### src/rtl/mem_port_arbiter_pkg.sv
// Shared types and constants for mem_port_arbiter.
// The optional fetch anti-starvation guard is enabled with ARB_STARVE_GUARD_EN.
package mem_port_arbiter_pkg;

  localparam int unsigned ADDR_W           = 32;
  localparam int unsigned DATA_W           = 32;
  localparam int unsigned STARVE_CNT_W     = 4;
  localparam int unsigned STARVE_LIMIT_DEF = 4;

  typedef enum logic [1:0] {
    IDLE = 2'd0,
    IGNT = 2'd1,
    DGNT = 2'd2
  } arb_state_e;

  localparam logic [1:0] SZ_BYTE = 2'b00;
  localparam logic [1:0] SZ_HALF = 2'b01;
  localparam logic [1:0] SZ_WORD = 2'b10;

  typedef struct packed {
    logic              write;
    logic [1:0]        size;
    logic [ADDR_W-1:0] addr;
    logic [DATA_W-1:0] wdata;
  } bus_req_t;

  // Fetches are always word reads with no write data.
  function automatic bus_req_t fetch_req(input logic [ADDR_W-1:0] addr);
    bus_req_t r;
    r.write = 1'b0;
    r.size  = SZ_WORD;
    r.addr  = addr;
    r.wdata = '0;
    return r;
  endfunction

  // Loads carry zero write data so the bus never sees stale store data.
  function automatic bus_req_t data_req(input logic              write,
                                        input logic [1:0]        size,
                                        input logic [ADDR_W-1:0] addr,
                                        input logic [DATA_W-1:0] wdata);
    bus_req_t r;
    r.write = write;
    r.size  = size;
    r.addr  = addr;
    r.wdata = write ? wdata : '0;
    return r;
  endfunction

endpackage

### src/rtl/mem_port_arbiter_starve_ctr.sv
// arb_starve_ctr: saturating count of data grants taken while a fetch waits.
// Exists only when ARB_STARVE_GUARD_EN is defined.
`ifdef ARB_STARVE_GUARD_EN
module arb_starve_ctr
  import mem_port_arbiter_pkg::*;
#(
  parameter int unsigned LIMIT = STARVE_LIMIT_DEF
) (
  input  logic clk,
  input  logic rst,
  input  logic inc,
  input  logic clr,
  output logic at_limit
);

  localparam logic [STARVE_CNT_W-1:0] LIMIT_C = STARVE_CNT_W'(LIMIT);

  logic [STARVE_CNT_W-1:0] r_cnt;

  always_ff @(posedge clk) begin
    if (rst || clr) begin
      r_cnt <= '0;
    end else if (inc && (r_cnt != LIMIT_C)) begin
      r_cnt <= r_cnt + STARVE_CNT_W'(1);
    end
  end

  assign at_limit = (r_cnt == LIMIT_C);

endmodule
`endif

### src/rtl/mem_port_arbiter.sv
// Shares one registered memory bus between fetch and data requesters; data has priority.
// Define ARB_STARVE_GUARD_EN to force a fetch grant after STARVE_LIMIT consecutive data grants.
module mem_port_arbiter
  import mem_port_arbiter_pkg::*;
#(
  parameter int unsigned STARVE_LIMIT = STARVE_LIMIT_DEF
) (
  input  logic              clk,
  input  logic              rst,
  input  logic              ireq,
  input  logic [ADDR_W-1:0] iaddr,
  output logic              iready_n,
  output logic [DATA_W-1:0] irdata,
  input  logic              dreq,
  input  logic              dwrite,
  input  logic [1:0]        dsize,
  input  logic [ADDR_W-1:0] daddr,
  input  logic [DATA_W-1:0] dwdata,
  output logic              dready_n,
  output logic [DATA_W-1:0] drdata,
  output logic              breq,
  output logic              bwrite,
  output logic [1:0]        bsize,
  output logic [ADDR_W-1:0] baddr,
  output logic [DATA_W-1:0] bwdata,
  input  logic [DATA_W-1:0] brdata,
  input  logic              bready_n,
  input  logic              bbusy
);

  if ((STARVE_LIMIT < 1) || (STARVE_LIMIT > 15)) begin : g_bad_limit
    $error("STARVE_LIMIT must be in 1..15");
  end

  arb_state_e r_state;
  bus_req_t   r_bus;
  logic       r_breq;

  logic w_arb_en;
  logic w_fetch_wins;
  logic w_grant_d;
  logic w_grant_i;
  logic w_idone;
  logic w_ddone;

  assign w_arb_en = (r_state == IDLE) && !bbusy && (ireq || dreq);

`ifdef ARB_STARVE_GUARD_EN
  logic w_at_limit;
  logic w_starve_inc;
  logic w_starve_clr;

  assign w_starve_inc = w_grant_d && ireq;
  assign w_starve_clr = w_grant_i || ((r_state == IDLE) && !ireq);

  arb_starve_ctr #(
    .LIMIT(STARVE_LIMIT)
  ) u_starve_ctr (
    .clk      (clk),
    .rst      (rst),
    .inc      (w_starve_inc),
    .clr      (w_starve_clr),
    .at_limit (w_at_limit)
  );

  assign w_fetch_wins = ireq && w_at_limit;
`else
  assign w_fetch_wins = 1'b0;
`endif

  // A fetch grant happens whenever arbitration runs and data does not win.
  assign w_grant_d = w_arb_en && dreq && !w_fetch_wins;
  assign w_grant_i = w_arb_en && !w_grant_d;

  always_ff @(posedge clk) begin
    if (rst) begin
      r_state <= IDLE;
      r_breq  <= 1'b0;
      r_bus   <= '0;
    end else begin
      case (r_state)
        IDLE: begin
          if (w_grant_d) begin
            r_state <= DGNT;
            r_breq  <= 1'b1;
            r_bus   <= data_req(dwrite, dsize, daddr, dwdata);
          end else if (w_grant_i) begin
            r_state <= IGNT;
            r_breq  <= 1'b1;
            r_bus   <= fetch_req(iaddr);
          end
        end
        IGNT, DGNT: begin
          if (!bready_n) begin
            r_state <= IDLE;
            r_breq  <= 1'b0;
            r_bus   <= '0;
          end
        end
        default: begin
          r_state <= IDLE;
          r_breq  <= 1'b0;
          r_bus   <= '0;
        end
      endcase
    end
  end

  assign breq   = r_breq;
  assign bwrite = r_bus.write;
  assign bsize  = r_bus.size;
  assign baddr  = r_bus.addr;
  assign bwdata = r_bus.wdata;

  // Completion is steered to the current owner in the same cycle as bready_n.
  assign w_idone  = (r_state == IGNT) && !bready_n;
  assign w_ddone  = (r_state == DGNT) && !bready_n;
  assign iready_n = !w_idone;
  assign dready_n = !w_ddone;
  assign irdata   = w_idone ? brdata : '0;
  assign drdata   = w_ddone ? brdata : '0;

endmodule

### config.mk
export PLATFORM = sky130hd
export DESIGN_NAME = mem_port_arbiter
export DESIGN_NICKNAME = d
export VERILOG_FILES = /design/src/rtl/mem_port_arbiter_pkg.sv /design/src/rtl/mem_port_arbiter_starve_ctr.sv /design/src/rtl/mem_port_arbiter.sv
export SDC_FILE = /design/constraint.sdc
export NUM_CORES = 1
export LEC_CHECK = 0
export ABC_AREA = 0
export BUFFER_PORTS_ARGS = -buffer_cell sky130_fd_sc_hd__buf_2
export CORE_AREA = 2 2 106 108
export DETAILED_ROUTE_END_ITERATION = 8
export DIE_AREA = 0 0 108 110
export PLACE_DENSITY = 0.78
export RECOVER_POWER = 100
export SKIP_LAST_GASP = 1
export SLEW_MARGIN = 20
export SYNTH_ARGS = -nofsm -noshare
export SYNTH_HDL_FRONTEND = slang
export SYNTH_SLANG_ARGS = --single-unit
export TNS_END_PERCENT = 5
### constraint.sdc
create_clock -name clk -period 4.3 [get_ports clk]
set_input_delay 0.43 -clock clk [delete_from_list [all_inputs] [get_ports clk]]
set_output_delay 0.43 -clock clk [all_outputs]
set_load 0.02 [all_outputs]
Yosys cells after proc, flatten, opt, wreduce, memory -nomap -nowiden
Index checks and enable logic that the tools add are counted.
Storage, ports and cells
  register bits: 70
  bits of input ports: 137
  logic and storage cells: 40
Operators by class
  equal/unequal tests: 4
  muxes and demuxes: 15
  reduce and logical (&&, ||, !) cells: 15
Operators with widths (count)
  two-way mux 67 bit: 3
  case mux 67 bit (2 select lines): 1
  two-way mux 32 bit: 3
  logical AND 1 bit: 6
  two-way mux 2 bit: 3
  logical NOT 1 bit: 5
  case mux 2 bit (2 select lines): 1
  two-way mux 1 bit: 3
  != test 3 bit (second input constant): 1
  == test 2 x 1 -> 1 bit (second input constant): 1
  == test 2 bit (second input constant): 1
  logical NOT 2 bit: 1
  != test 2 bit (second input constant): 1
  case mux 1 bit (2 select lines): 1
  AND reduction 2 bit: 1
  OR reduction 2 bit: 1
  logical OR 1 bit: 1

Depth between registers and ports, before layout
  depth after elaboration: 9
  depth in mapped cells: 8
  depth with buffers taken out: 5

Least setup slack after synthesis
Ideal clock, no wire load.
  path kind: register to register
  start: reg r_state[0]
  end: reg r_bus, in the netlist bsize[0]
  setup time: 70 ps
  arrival: 1726 ps
  required time: 4230 ps
  path slack: 2504 ps
  stages on the path, launching flop included: 7
  path buffers: 1
  clock period less this slack: 1796 ps
  path through: dfxtp_1 -> inv_1 -> ha_1 -> a22o_4 -> buf_6 -> or4_1 -> a21oi_1
On the way
  word-level cells in the longest chain between the ends: 8
  elaborated cells between the ends (all ways): 14
  those cells by class: 4 x eq/ne; 2 x mux; 8 x reduce/logical
RTL lines
  start: declaration: RTL line mem_port_arbiter.sv:35  | arb_state_e r_state;
  start signal: assignment: RTL line mem_port_arbiter.sv:77  | r_state <= IDLE;
  start signal: assignment: RTL line mem_port_arbiter.sv:84  | r_state <= DGNT;
  start signal: assignment: RTL line mem_port_arbiter.sv:88  | r_state <= IGNT;
  logical NOT 2 bit: RTL line mem_port_arbiter.sv:46, mem_port_arbiter.sv:81
  logical AND 1 bit (2 in a row): RTL line mem_port_arbiter.sv:46  | assign w_arb_en = (r_state == IDLE) && !bbusy && (ireq || dreq);
  logical AND 1 bit: RTL line mem_port_arbiter.sv:72  | assign w_grant_d = w_arb_en && dreq && !w_fetch_wins;
  logical NOT 1 bit: RTL line mem_port_arbiter.sv:73  | assign w_grant_i = w_arb_en && !w_grant_d;
  logical AND 1 bit: RTL line mem_port_arbiter.sv:73
  != test 3 bit (no line)
  AND reduction 2 bit (no line)
  end signal: assignment: RTL line mem_port_arbiter.sv:86  | r_bus <= data_req(dwrite, dsize, daddr, dwdata);
  end signal: assignment: RTL line mem_port_arbiter.sv:90  | r_bus <= fetch_req(iaddr);
  end: declaration: RTL line mem_port_arbiter.sv:36  | bus_req_t r_bus;
Parallel ways exist; a longest one is shown, timed or not.
A chain may end at the register's enable or synchronous reset.

Final worst setup path
Same ends and word-level chain as after synthesis.

==> impl_summary.md <==
Outcome
The run finished with clean final reports.

Drt
The post-detailed-route wirelength per cell is between 15 and 20 um. After the first detailed-routing iteration, the DRC count stood at 295. The overall via count from detail_route is around 4.4k. After detailed routing, the number of remaining DRC violations is 0. The detailed-route vias per instance is 5.26. The overall routed net length is approximately 13000 um. The antenna violation net count after detailed routing is 0. The first-pass detailed-route iteration total is 4.

Setup path
The critical path start-end classification is reg -> reg. The worst reg2reg path depth is 6. For the worst setup path, the data arrival time is approximately 3.2 ns.

In this run the register-to-register setup slack is around 1.3 ns. For the worst setup path, the data required time is about 4.6 ns. The kind of capture point of the worst setup path is a register. The highest fanout seen on the critical path is 71. STA classifies the critical path startpoint as a register.

Placement
The total placed cells including tap cells is about 810. The number of buffers inserted by port buffering is 270. The wire-length estimate of the detail-placed layout is between 9000 and 10000 um. The congestion estimate from routability-driven global placement came to roughly 0.8. OpenSTA, run right after detailed placement, puts the worst setup slack at slightly below 2 ns.

Synth
Sorting the synthesized cells by how often they occur yields sky130_fd_sc_hd__dfxtp_1, sky130_fd_sc_hd__o21ai_0, sky130_fd_sc_hd__and2_1, sky130_fd_sc_hd__nand4_1, sky130_fd_sc_hd__clkbuf_1. Ranked by total cell area, the synthesized netlist is headed by sky130_fd_sc_hd__dfxtp_1, sky130_fd_sc_hd__and2_1, sky130_fd_sc_hd__nand4_1. The share of synthesized registers carrying an async set or reset is 0.

The Yosys step of the flow raised 0 warnings. The average instance in the mapped netlist occupies a little under 8 um^2. The flip-flop cell with the highest count after synthesis is sky130_fd_sc_hd__dfxtp_1. The share of the yosys chip area belonging to registers is 0.397. sky130_fd_sc_hd__dfxtp_1 takes more of the synthesized area than any other cell. The register bit count reported by yosys is 70. The count of mapped cells out of synthesis is ~450. The netlist area before placement is approximately 0.0035 mm^2. sky130_fd_sc_hd__dfxtp_1 is the most common cell in the netlist. Yosys mapped a number of flops with a built-in enable equal to 0. The share of the synthesized area in the top cell type is 0.397. After synthesis, the netlist uses 29 different library cells. Counting every net in the synthesized netlist gives ~590.

Clock network
The root buffer cell is sky130_fd_sc_hd__clkbuf_8. The clock passes through at most 2 buffers. The insertion delay of the later-clocked pin in the worst-skew pair is around 0.34 ns. Buffers added to address setup during post-CTS repair amount to 0.

The clock net in this run drives a total of 70 sinks. The number of clock buffers inserted by TritonCTS is 9. TritonCTS built the clock tree. The number of cells upsized or downsized after cts is 0.

The H-tree depth is 3. The number of hold-repair buffers added at the cts stage is 0. The clock slew seen by the registers of the worst setup and hold paths is 0.09 ns.

STA
The headroom to the max-slew limit is 0.153. The setup TNS after final layout is 0 ns. The setup violation total in the final timing report is 0. At the pin with the least slew margin, the transition time is ~1.3 ns. The final hold violation count was 0. The minimum setup slack in the final design is ~1.3 ns. Timing would allow up to about 340 MHz. The final max-slew violation count was 0.

The clock period minus final worst setup slack is around 3.0 ns. The final setup skew is ~0.016 ns. Setup repair after global routing left no endpoint under its margin.

The post-route fraction of the period consumed by the critical path is 0.691.

Pwr
Summed over all cells, the static leakage comes to between 1.5 and 2 nW. The worst IR drop on VDD is roughly 0.14 mV. Dividing total power by cell area gives a power density of between 300 and 400 mW/mm^2. The total power is roughly 0.0017 W.

Finish
The filler cells instantiated in the layout total 1142. The number of standard cells in the layout, taps in and fillers out is 830. For this run, the post-layout net count is 825.

The area of the multi-input gates is between 0.0015 and 0.002 mm^2. The repair_antennas step left the layout with diodes totalling 0. Of the cells placed in the final design, the portion with a size suffix greater than 1 is 0.283. The sequential cell area in the final layout is around 0.0014 mm^2.

The layout overhead on the synthesized area is 41.4%.

Job
The number of maximum-capacitance violations is 0.

Global route
For this run, the total global-route usage over all layers was measured as 0.206. The number of global-route vias before repair is just under 4k. The number of antenna violations at the first check in global routing is 0. The wire length of the first global-routing pass is 19300 um. The pin count of the biggest net entering global routing is 72. After global routing the overflow that remains totals 0.

Floorplanning
The height of the die is approximately 110 um. The die is ~110 um wide. The core region is roughly 0.011 mm^2.

The initial cell density of the core is 0.330. The initialized floorplan defines 38 standard-cell rows. The top-level port count is approximately 270. The die covers between 0.01 and 0.015 mm^2.

Hold path
The worst hold path passes through 3 cells. In this run the worst hold path is classified as in -> reg.
flip-flops by register name, indices dropped and copies added, names as in the netlist:
register and count:
bwrite 1, baddr 32, bsize 2, r_state 2, breq 1, bwdata 32
stage by stage:
step,util,instance area (um^2),hold WS [ns]
after detailed placement,0.459,4910,0.460
after global routing,0.467,4990,0.317
after CTS,0.480,5140,0.313
final,0.467,4990,0.336
after global placement,0.459,4910,0.456
after floorplan,-,3530,0.471
path summary, 6_finish.rpt:
| kind | start | to |
|---|---|---|
| max reg2reg | r_state[0] | bsize[0] |
| min | dwdata[6] | bwdata[6] |
| max | r_state[0] | bsize[0] |
| min reg2reg | bwdata[18] | bwdata[18] |
where the power goes:
part / internal [W] / switching, W
Clock: 0.000347 / 0.000269
Sequential: 0.000681 / 0.0000174
Combinational: 0.000115 / 0.000233
critical path: stages, from the launching register on:
cell and delay [ns]:
sky130_fd_sc_hd__dfxtp_1 0.38, sky130_fd_sc_hd__inv_1 0.08, sky130_fd_sc_hd__ha_1 0.22, sky130_fd_sc_hd__clkbuf_2 0.71
sky130_fd_sc_hd__a22o_4 0.73, sky130_fd_sc_hd__or4_1 0.57, sky130_fd_sc_hd__a21oi_1 0.14
final cells by class:
cell class,count,share of cell area
Multi-Input combinational cell,319,0.377
Clock buffer,10,0.0276
Inverter,5,0.00376
Timing Repair Buffer,280,0.258
Sequential cell,70,0.281
Tap cell,140,0.0351
Clock inverter,6,0.0185
layout by cell type, fill, tap and decap left out:
cell type | synthesis | final
sky130_fd_sc_hd__a21o_1 | 1 | 1
sky130_fd_sc_hd__a21oi_1 | 37 | 37
sky130_fd_sc_hd__a21oi_4 | 0 | 1
sky130_fd_sc_hd__a22o_4 | 1 | 1
sky130_fd_sc_hd__a311oi_1 | 1 | 1
sky130_fd_sc_hd__a31oi_1 | 31 | 31
sky130_fd_sc_hd__and2_0 | 0 | 28
sky130_fd_sc_hd__and2_1 | 64 | 36
sky130_fd_sc_hd__and3_1 | 1 | 1
sky130_fd_sc_hd__buf_2 | 10 | 166
sky130_fd_sc_hd__buf_4 | 0 | 7
sky130_fd_sc_hd__bufinv_16 | 0 | 2
sky130_fd_sc_hd__clkbuf_1 | 44 | 106
sky130_fd_sc_hd__clkbuf_2 | 0 | 1
sky130_fd_sc_hd__clkbuf_8 | 0 | 10
sky130_fd_sc_hd__clkinvlp_4 | 0 | 2
sky130_fd_sc_hd__dfxtp_1 | 70 | 70
sky130_fd_sc_hd__ha_1 | 3 | 3
sky130_fd_sc_hd__inv_1 | 5 | 5
sky130_fd_sc_hd__inv_6 | 0 | 2
sky130_fd_sc_hd__nand2_1 | 2 | 2
sky130_fd_sc_hd__nand2b_1 | 1 | 1
sky130_fd_sc_hd__nand3_1 | 35 | 35
sky130_fd_sc_hd__nand3b_1 | 1 | 1
sky130_fd_sc_hd__nand4_1 | 62 | 62
sky130_fd_sc_hd__nand4b_1 | 1 | 1
sky130_fd_sc_hd__nor2_1 | 2 | 2
sky130_fd_sc_hd__nor2b_1 | 3 | 2
sky130_fd_sc_hd__nor2b_2 | 0 | 1
sky130_fd_sc_hd__nor3b_4 | 0 | 1
sky130_fd_sc_hd__o211ai_1 | 1 | 1
sky130_fd_sc_hd__o21ai_0 | 67 | 67
sky130_fd_sc_hd__o21ba_2 | 1 | 1
sky130_fd_sc_hd__o32ai_1 | 1 | 1
sky130_fd_sc_hd__or4_1 | 1 | 1
logic make-up after synthesis:
logic type               share of synthesized area
buffers and inverters                       0.0747
flip-flops                                   0.397
adder cells (fa/ha/maj)                     0.0106
AND/OR/NAND/NOR                              0.296
AO/OA/AOI/OAI                                0.222
metal layers:
layer  track usage  vias up  share of wire
li1              -     2127              -
met1         0.249     2015           0.39
met2         0.363      203           0.51
met3        0.0500       18          0.081
met4        0.0641        0          0.016
met5             0        -              0
(Power assumes the default switching activity.)
